$ cat src/rtl/pmem_arbiter.sv
// Merges I-cache and D-cache line requests onto one physical-memory bus.
// The granted requester owns the bus until pmem_resp; priority alternates on each completion.
module pmem_arbiter #(
  parameter int ADDR_WIDTH = 16,
  parameter int LINE_WIDTH = 128
) (
  input  logic                  clk,
  input  logic                  reset,
  input  logic                  i_pmem_read,
  input  logic [ADDR_WIDTH-1:0] i_pmem_address,
  output logic [LINE_WIDTH-1:0] i_pmem_rdata,
  output logic                  i_pmem_resp,
  input  logic                  d_pmem_read,
  input  logic                  d_pmem_write,
  input  logic [ADDR_WIDTH-1:0] d_pmem_address,
  input  logic [LINE_WIDTH-1:0] d_pmem_wdata,
  output logic [LINE_WIDTH-1:0] d_pmem_rdata,
  output logic                  d_pmem_resp,
  output logic                  pmem_read,
  output logic                  pmem_write,
  output logic [ADDR_WIDTH-1:0] pmem_address,
  output logic [LINE_WIDTH-1:0] pmem_wdata,
  input  logic [LINE_WIDTH-1:0] pmem_rdata,
  input  logic                  pmem_resp
);

  typedef enum logic [1:0] {
    IDLE  = 2'd0,
    GNT_I = 2'd1,
    GNT_D = 2'd2
  } state_t;

  typedef enum logic {
    PRIO_I = 1'b0,
    PRIO_D = 1'b1
  } prio_t;

  state_t state, state_nxt;
  prio_t  prio, prio_nxt;
  logic   d_req;
  logic   grant_i;
  logic   grant_d;
  logic   done;

  always_comb begin
    state_nxt = state;
    prio_nxt  = prio;
    grant_i   = 1'b0;
    grant_d   = 1'b0;
    done      = 1'b0;
    d_req     = d_pmem_read | d_pmem_write;
    case (state)
      IDLE: begin
        // pmem_resp arriving here (e.g. from an abandoned transfer) is deliberately ignored
        if (i_pmem_read && (!d_req || prio == PRIO_I)) begin
          grant_i   = 1'b1;
          state_nxt = GNT_I;
        end else if (d_req) begin
          grant_d   = 1'b1;
          state_nxt = GNT_D;
        end
      end
      GNT_I: begin
        if (pmem_resp) begin
          done      = 1'b1;
          state_nxt = IDLE;
          prio_nxt  = PRIO_D;
        end
      end
      GNT_D: begin
        if (pmem_resp) begin
          done      = 1'b1;
          state_nxt = IDLE;
          prio_nxt  = PRIO_I;
        end
      end
      default: state_nxt = IDLE;
    endcase
  end

  // Only the response is steered; read data simply mirrors the bus to both caches.
  assign i_pmem_rdata = pmem_rdata;
  assign d_pmem_rdata = pmem_rdata;
  assign i_pmem_resp  = !reset && (state == GNT_I) && pmem_resp;
  assign d_pmem_resp  = !reset && (state == GNT_D) && pmem_resp;

  always_ff @(posedge clk) begin
    if (reset) begin
      state        <= IDLE;
      prio         <= PRIO_I;
      pmem_read    <= 1'b0;
      pmem_write   <= 1'b0;
      pmem_address <= '0;
      pmem_wdata   <= '0;
    end else begin
      state <= state_nxt;
      prio  <= prio_nxt;
      if (grant_i) begin
        pmem_address <= i_pmem_address;
        pmem_read    <= 1'b1;
        pmem_write   <= 1'b0;
      end else if (grant_d) begin
        // A simultaneous read+write from the D side is treated as a write
        pmem_address <= d_pmem_address;
        pmem_wdata   <= d_pmem_wdata;
        pmem_write   <= d_pmem_write;
        pmem_read    <= !d_pmem_write;
      end else if (done) begin
        pmem_read    <= 1'b0;
        pmem_write   <= 1'b0;
      end
    end
  end

endmodule

$ cat config.mk
export PLATFORM = sky130hd
export DESIGN_NAME = pmem_arbiter
export DESIGN_NICKNAME = d
export VERILOG_FILES = /design/src/rtl/pmem_arbiter.sv
export SDC_FILE = /design/constraint.sdc
export NUM_CORES = 1
export LEC_CHECK = 0
export ABC_CLOCK_PERIOD_IN_PS = 3900
export BUFFER_PORTS_ARGS = -buffer_cell sky130_fd_sc_hd__buf_2
export CAP_MARGIN = 40
export CORE_AREA = 4 4 266 268
export DETAILED_ROUTE_END_ITERATION = 10
export DIE_AREA = 0 0 270 272
export GPL_ROUTABILITY_DRIVEN = 1
export PLACE_DENSITY = 0.31
export SLEW_MARGIN = 15
export SYNTH_ARGS = -nofsm -noshare
export SYNTH_HDL_FRONTEND = slang
export SYNTH_SLANG_ARGS = --single-unit
$ cat constraint.sdc
create_clock -name clk -period 3.9 [get_ports clk]
set_input_delay 0.78 -clock clk [delete_from_list [all_inputs] [get_ports clk]]
set_output_delay 0.78 -clock clk [all_outputs]
set_load 0.01 [all_outputs]
==> impl_metrics.ini, run 1 <==
[sta]
rsz0062_at_grt = false
post-route-period-util_pct = 56.2
tightest_slew_ns = 1.01
hold_ws_ns = 0.465
setup_tns_ns = 0
post-route-min-period_ns = 2.19
finalMaxSlewViolations = 0
finalHoldViolCount = 0
fmaxAchievable_mhz = 456
relSlewSlack_pct = 32.8
setup_viol = 0
skew_ns = 0.0158

[power_and_ir_drop]
ir_drop_mv = 0.231
p_leak_uw = 0.00387
power.density_mw_per_mm2 = 480

[clock_tree]
ctsHoldBuffers = 0
cts_tree = built
cts_root_buf = clkbuf_16
cts_sinks = 149
numCtsBuffers = 17
clk_pin_slew_ns = 0.06
cts_resized = 0
cts_setup_buffers = 0
h-tree-depth = 4
clock_path_buffers = 2
clock_latency_ns = 0.47

[setup_path]
critPathKind = reg2out
crit_path_end_kind = primary output
rrSetupSlack_ns = 1.88
r2r_start = state[0]
cp.required_ns = 3.12
start_kind = flip-flop
timing.rr.end = pmem_wdata[32]
arrival_ns = 1.41
rr_worst_depth = 5
path_max_fanout = 3

[grt]
grt_use_total_pct = 9.32
grt_remaining_overflow = 0
antenna_found_initial = 4
grt_pass1_vias = 7737
grt_pass1_wl_mm = 52.3
grt_start_max_net_pins = 168

[yosys]
yosysWarnings = 0
yosysTopAreaCell = dfxtp_1
synth.avg_cell_area_um2 = 8.42
netlist_instances = 1004
yosys-top-cells-count = buf_4, nand4_1, dfxtp_1
seq_area_frac_synth_pct = 35.3
async_reset_ff_share_pct = 0
synth-seq-cells = 149
synthFlopType = dfxtp_1
synth_most_common_cell = buf_4
synth_top_area_share_pct = 35.3
syn-cell-area_mm2 = 0.00845
synth_nets = 1301
synth_enable_flop_cells = 0
yosysUniqueCellTypes = 28
synth_area_leaders = dfxtp_1, buf_4, nand4_1, o31ai_1, a21oi_1

[routing]
drcViolationCount = 0
wire_per_inst_um = 18.7
ant_nets = 0
routed_wl_mm = 35.2
drt_first_pass_iters = 4
viasPerCell = 4.01
drtIter0Drc = 432
vias = 7528

[die]
core-area_mm2 = 0.0683
die_w_um = 270
die_h_um = 272
ios = 698
start_util_pct = 12.4
die_area_mm2 = 0.0734
rows = 96

[worst_hold_path]
min_to = pmem_wdata[113]
min-delay-start = pmem_wdata[113]
hold_depth = 2
worstHoldPathType = reg2reg

[place]
gp_congestion = 0.685
io_buffers = 313
dp_hpwl_mm = 23.0

[final_layout]
drive_gt1_share_pct = 37.1
syn_to_final_growth_pct = 13.4
nets = 1280

[status]
outcome = completed

[flow_run]
maxCapViolCount = 0
how the worst max path moves through the flow:
stage | cells past startpoint | end | start | slack (ns)
6_report | 5 | i_pmem_resp | state[1] | 1.71
5_1_grt | 5 | d_pmem_resp | state[0] | 1.54
4_1_cts | 5 | d_pmem_resp | state[0] | 1.62
3_5_place_dp | 5 | pmem_wdata[0] | i_pmem_read | 1.34
3_3_place_gp | 5 | pmem_wdata[44] | i_pmem_read | 1.36
2_1_floorplan | 3 | d_pmem_resp | reset | 1.74
per-stage QoR:
stage	power, uW	instance area [um^2]	setup WS, ns	instances	utilization (%)
after floorplan	2630	8450	1.74	1004	-
after global placement	2870	8960	1.36	1845	13.1
after detailed placement	2870	8980	1.34	1846	13.1
after CTS	4750	9580	1.62	1877	14.0
after global routing	4890	9590	1.54	1878	14.0
final	4600	9590	1.71	1878	14.0
final cells by class:
class,instances,area (um^2)
timing repair buffer,331,1850
antenna,1,2.50
clock inverter,8,123
sequential,149,2980
multi-input combinational,481,3030
clock buffer,23,478
inverter,3,13.8
fill,7871,58800
tap,882,1100
flip-flops by register name (all words and copies together), names as in the netlist:
register and count:
state 2, prio 1, pmem_wdata 128, pmem_address 16, pmem_read 1, pmem_write 1
critical path, stage by stage (launching register included):
cell and delay [ns]:
dfxtp_1 0.32, inv_1 0.13, ha_1 0.20, nand2_1 0.06, nor2_1 0.09, buf_2 0.15
cell families after synthesis:
logic type                 count (synthesis)  synth area share, %
DFF                                      149                 35.3
AOI/OAI and AO/OA                        286                 21.5
buffers and inverters                    374                 29.3
and+or+nand+nor                          192                 13.5
adders and majority gates                  3                0.444
layer usage:
metal	wire, um	global-route usage, %	vias up	part of all wire, %
met5	14	0.132	-	0.040
met4	1450	5.20	2	4.1
met3	4290	5.32	112	12
met2	15200	13.7	432	43
met1	14200	10.6	3586	40
li1	-	-	3396	-
cells in the final DEF, fill, tap and decap left out, drive strengths merged, types with 2 or more instances in the layout:
cell type / netlist / routed
ha: 3 / 3
o31ai: 129 / 129
nand4: 160 / 160
or2: 2 / 2
o32ai: 2 / 2
dfxtp: 149 / 149
o311ai: 2 / 2
a31oi: 16 / 16
a21oi: 132 / 132
nor2: 3 / 3
nand2: 19 / 19
clkbuf: 55 / 23
nor2b: 2 / 2
buf: 316 / 331
clkinv: 0 / 4
nand3: 3 / 3
o21ai: 2 / 2
bufinv: 0 / 3
inv: 3 / 4
where the power goes:
part	leakage, uW	internal, uW	switching (uW)	total (uW)
clock	0.000297	1050	734	1790
sequential	0.00122	1660	72.5	1740
combinational	0.00235	360	718	1080
total	0.00387	3080	1520	4600
Power figures use the tool's default switching activity.
==> run 2, diff against run 1 <==
--- a/config.mk
+++ b/config.mk
@@ -5,12 +5,12 @@
 export SDC_FILE = /design/constraint.sdc
 export NUM_CORES = 1
 export LEC_CHECK = 0
-export ABC_CLOCK_PERIOD_IN_PS = 3900
+export ABC_CLOCK_PERIOD_IN_PS = 2100
 export BUFFER_PORTS_ARGS = -buffer_cell sky130_fd_sc_hd__buf_2
 export CAP_MARGIN = 40
-export CORE_AREA = 4 4 266 268
+export CORE_AREA = 4 4 268 270
 export DETAILED_ROUTE_END_ITERATION = 10
-export DIE_AREA = 0 0 270 272
+export DIE_AREA = 0 0 272 274
 export GPL_ROUTABILITY_DRIVEN = 1
 export PLACE_DENSITY = 0.31
 export SLEW_MARGIN = 15
==> constraint.sdc (replaced) <==
create_clock -name clk -period 2.1 [get_ports clk]
set_input_delay 0.42 -clock clk [delete_from_list [all_inputs] [get_ports clk]]
set_output_delay 0.42 -clock clk [all_outputs]
set_load 0.01 [all_outputs]
==> run 2 against run 1 <==
Setup slack got worse by 1.4 ns; non-clock buffer count rose by 21; final cell count rose by 4.2%; critical path type unchanged; largest cell class unchanged.
==> impl_metrics.ini, run 2 (same netlist as run 1, synthesis figures left out) <==
[place]
dpl-instance-area_mm2 = 0.00935
dp_hpwl_mm = 24.4
io_buffers = 313
dp_slack_ns = 0.372
placed_cells = 1925
gp_congestion = 0.715

[clock_tree]
h-tree-depth = 4
cts_root_buf = clkbuf_16
numCtsBuffers = 17
clock_latency_ns = 0.47
cts_setup_buffers = 0
ctsHoldBuffers = 0
cts_sinks = 149
cts_tree = built
clock_path_buffers = 2
cts_resized = 0
clk_pin_slew_ns = 0.07

[final_layout]
nets = 1301
finalInstanceArea_mm2 = 0.00997
fill_cells = 8036
fin_cells = 1956
diodes = 0
largest-register = pmem_wdata
final_common_cell = buf_2
largest_reg_flops = 128
syn_to_final_growth_pct = 18.0
final_cell_mix = buf_2, nand4_1, dfxtp_1, a21oi_1, o31ai_1
drive_gt1_share_pct = 38.6
largestRegisters = pmem_wdata (128), pmem_address (16), state (2)

[sta]
post-route-period-util_pct = 87.5
hold_ws_ns = 0.192
relSlewSlack_pct = 48.4
post-route-min-period_ns = 1.84
setup_tns_ns = 0
setup_viol = 0
tightest_slew_ns = 0.774
finalMaxSlewViolations = 0
skew_ns = 0.0182
rsz0062_at_grt = false
finalHoldViolCount = 0
setup_ws_ns = 0.263
fmaxAchievable_mhz = 544

[setup_path]
critPathKind = reg2out
cp.required_ns = 1.68
arrival_ns = 1.42
path_max_fanout = 3
start_kind = flip-flop
path_cells = inv_1 -> ha_1 -> nand2_1 -> nor2_1 -> buf_2
crit_path_end_kind = primary output
crit_path_max_incr_delay_ns = 0.31
slowest_stage = dfxtp_1

[routing]
viasPerCell = 3.90
drt_first_pass_iters = 5
drcViolationCount = 0
routed_wl_mm = 35.3
vias = 7631
ant_nets = 0
wire_per_inst_um = 18.0
drtIter0Drc = 361

[worst_hold_path]
worstHoldPathType = in2reg

[power_and_ir_drop]
p_leak_uw = 0.00402
power.density_mw_per_mm2 = 880
ir_drop_mv = 0.323

[flow_run]
maxCapViolCount = 0

[grt]
grt_pass1_vias = 7725
grt_pass1_wl_mm = 51.1
grt_start_max_net_pins = 78
grt_remaining_overflow = 0
grt_use_total_pct = 9.13
antenna_found_initial = 3

[die]
die_area_mm2 = 0.0745
die_w_um = 272
ios = 698
start_util_pct = 12.2
rows = 97
core-area_mm2 = 0.0695
die_h_um = 274

[status]
outcome = completed
run 2: cell count changes in the layout (fill, tap and decap cells not counted), sizes merged:
cell      before  now
buf          331  352
clkinvlp       0    2
inv            4    5
diode          1    0
clkbuf        23   19
bufinv         3    4
run 2: path summary, 6_finish.rpt:
check | cells past startpoint | endpoint | slack (ns) | start
hold / removal | 3 | pmem_wdata[51] | 0.19 | d_pmem_wdata[51]
setup / recovery | 5 | i_pmem_resp | 0.26 | state[1]
hold reg to reg | 2 | pmem_wdata[108] | 0.47 | pmem_wdata[108]
setup reg to reg | 6 | pmem_wdata[109] | 0.41 | state[0]
run 2: stage by stage:
| stage | utilization [%] | total power [uW] |
|---|---|---|
| finish | 14.3 | 8780 |
| global route | 14.3 | 9290 |
| CTS | 14.3 | 9050 |
| detailed placement | 13.5 | 5440 |
| global placement | 13.5 | 5430 |
| floorplan | - | 4890 |
run 2: layout make-up:
| class | count | area, um^2 | share of cell area, % |
|---|---|---|---|
| clock buffer | 19 | 443 | 4.44 |
| tap | 940 | 1180 | 11.8 |
| multi-input combinational | 481 | 3030 | 30.4 |
| clock inverter | 12 | 176 | 1.77 |
| timing repair buffer | 352 | 2150 | 21.6 |
| sequential | 149 | 2980 | 29.9 |
| inverter | 3 | 13.8 | 0.138 |
run 2: critical path, delay by kind of cell (launching register included):
| kind | cells | cell delay, ns |
|---|---|---|
| simple gates | 2 | 0.16 |
| buf+inv | 2 | 0.27 |
| fa+ha+maj | 1 | 0.22 |
| flops | 1 | 0.31 |
run 2: per-layer routing:
metal | global-route usage [%] | vias up | share of wire [%]
met5 | 0 | - | 0
met4 | 5.39 | 0 | 4.3
met3 | 3.37 | 111 | 7.9
met2 | 14.0 | 425 | 46
met1 | 10.9 | 3642 | 42
li1 | - | 3453 | -
run 2: report_power, final:
group	total (uW)	internal [uW]	leakage (uW)	switching, uW
Combinational	2110	765	0.00250	1350
Clock	3440	2010	0.000300	1420
Sequential	3230	3090	0.00122	139
Total	8780	5870	0.00402	2910
==> run 3, diff against run 2 <==
--- a/config.mk
+++ b/config.mk
@@ -12,7 +12,6 @@
 export DETAILED_ROUTE_END_ITERATION = 10
 export DIE_AREA = 0 0 272 274
 export GPL_ROUTABILITY_DRIVEN = 1
-export PLACE_DENSITY = 0.31
 export SLEW_MARGIN = 15
 export SYNTH_ARGS = -nofsm -noshare
 export SYNTH_HDL_FRONTEND = slang
==> run 3 against run 2 <==
Final cell count is 0.66% lower; fmax is 3.1% lower; routed wire length is 4.7% lower; largest power group unchanged; highest routed layer is now met5.
==> impl_metrics.ini, run 3 (same netlist as run 1, synthesis figures left out) <==
[sta]
tightest_slew_ns = 0.577
post-route-min-period_ns = 1.90
fmaxAchievable_mhz = 527
setup_tns_ns = 0
finalHoldViolCount = 0
skew_ns = 0.0125
post-route-period-util_pct = 90.3
finalMaxSlewViolations = 0
relSlewSlack_pct = 61.5
setup_viol = 0
rsz0062_at_grt = false

[grt]
grt_pass1_vias = 7320
grt_start_max_net_pins = 94
grt_pass1_wl_mm = 48.0
grt.busiest_layer = met2
gr-usage-met3_pct = 5.21
grt_util_met1_pct = 9.31
grt_remaining_overflow = 0
grt_use_total_pct = 8.64
antenna_found_initial = 5
grt_use_met2_pct = 12.7

[setup_path]
critPathTopFamily = flip-flops
crit_buf_inv = 2
slowest_stage = dfxtp_1
rr_worst_depth = 6
crit_path_max_incr_delay_ns = 0.32
cp.required_ns = 1.68
path_cells = inv_1 -> ha_1 -> nand2_1 -> nor2_1 -> buf_2
arrival_ns = 1.48
critPathKind = reg2out
path_max_fanout = 3
start_kind = flip-flop
crit_path_end_kind = primary output
cp.depth = 5

[die]
die_area_mm2 = 0.0745
core-area_mm2 = 0.0695
die_h_um = 274
start_util_pct = 12.2
die_w_um = 272
ios = 698
rows = 97

[routing]
viasPerCell = 3.92
wire_per_inst_um = 17.3
routed_wl_mm = 33.6
ant_nets = 0
vias = 7619
drcViolationCount = 0
drtIter0Drc = 416
drt_first_pass_iters = 5

[clock_tree]
cts_tree = built
h-tree-depth = 4
numCtsBuffers = 17
cts_resized = 0
cts_root_buf = clkbuf_16
clock_path_buffers = 2
cts_sinks = 149
cts_setup_buffers = 0
clock_latency_ns = 0.47
ctsHoldBuffers = 0
clk_pin_slew_ns = 0.08

[final_layout]
largest-register = pmem_wdata
final_common_cell = buf_2
fin_cells = 1943
largestRegisters = pmem_wdata (128), pmem_address (16), state (2)
nets = 1285
multi_input_area_mm2 = 0.00303
fin_util_pct = 14.0
drive_gt1_share_pct = 37.8
syn_to_final_growth_pct = 15.1
final_cell_mix = buf_2, nand4_1, dfxtp_1, a21oi_1, o31ai_1
finalInstanceArea_mm2 = 0.00973
seq_area_mm2 = 0.00298
fill_cells = 8006
largest_reg_flops = 128

[place]
io_buffers = 313
dpl-instance-area_mm2 = 0.00914
placed_cells = 1909
dp_hpwl_mm = 23.2
gp_congestion = 0.744

[power_and_ir_drop]
finalPower_uw = 8440
p_leak_uw = 0.00389
ir_drop_mv = 0.455
power.density_mw_per_mm2 = 868

[worst_hold_path]
worstHoldPathType = in2reg
hold_depth = 3

[status]
outcome = completed

[flow_run]
maxCapViolCount = 0
==> run 3: tightest hold or removal path, cell delays in order <==
cell     delay, ns
buf_2         0.09
nand4_1       0.05
a21oi_1       0.05
==> run 3: per-layer routing <==
layer  part of all wire (%)  vias up
met2                     43      510
met5                   0.22        -
met1                     38     3553
met3                     13      130
met4                    5.3        6
li1                       -     3420
==> run 3: power by group <==
group | switching [uW] | leakage (uW) | internal [uW]
Sequential | 127 | 0.00122 | 3090
Combinational | 1290 | 0.00239 | 707
Clock | 1530 | 0.000278 | 1700
==> run 3: layout make-up <==
type	instances	share of cell area [%]
flip-flops and latches	149	30.7
repair buffers	336	20.0
clock inverters	14	1.45
inverters	3	0.141
diodes	2	0.0514
well taps	940	12.1
clock buffers	18	4.51
multi-input cells	481	31.1
==> run 3: path summary, 6_finish.rpt <==
path,start,endpoint,slack (ns)
setup / recovery,state[0],d_pmem_resp,0.20
hold / removal,d_pmem_wdata[107],pmem_wdata[107],0.19
setup reg to reg,state[0],pmem_wdata[41],0.41
hold reg to reg,pmem_wdata[96],pmem_wdata[96],0.47
==> run 3: through the flow <==
| stage | setup WS [ns] | hold WS [ns] |
|---|---|---|
| finish | 0.204 | 0.190 |
| global route | 0.0417 | 0.145 |
| CTS | 0.0828 | 0.119 |
| detailed placement | 0.329 | 0.457 |
| global placement | 0.346 | 0.451 |
| floorplan | 0.567 | 0.493 |
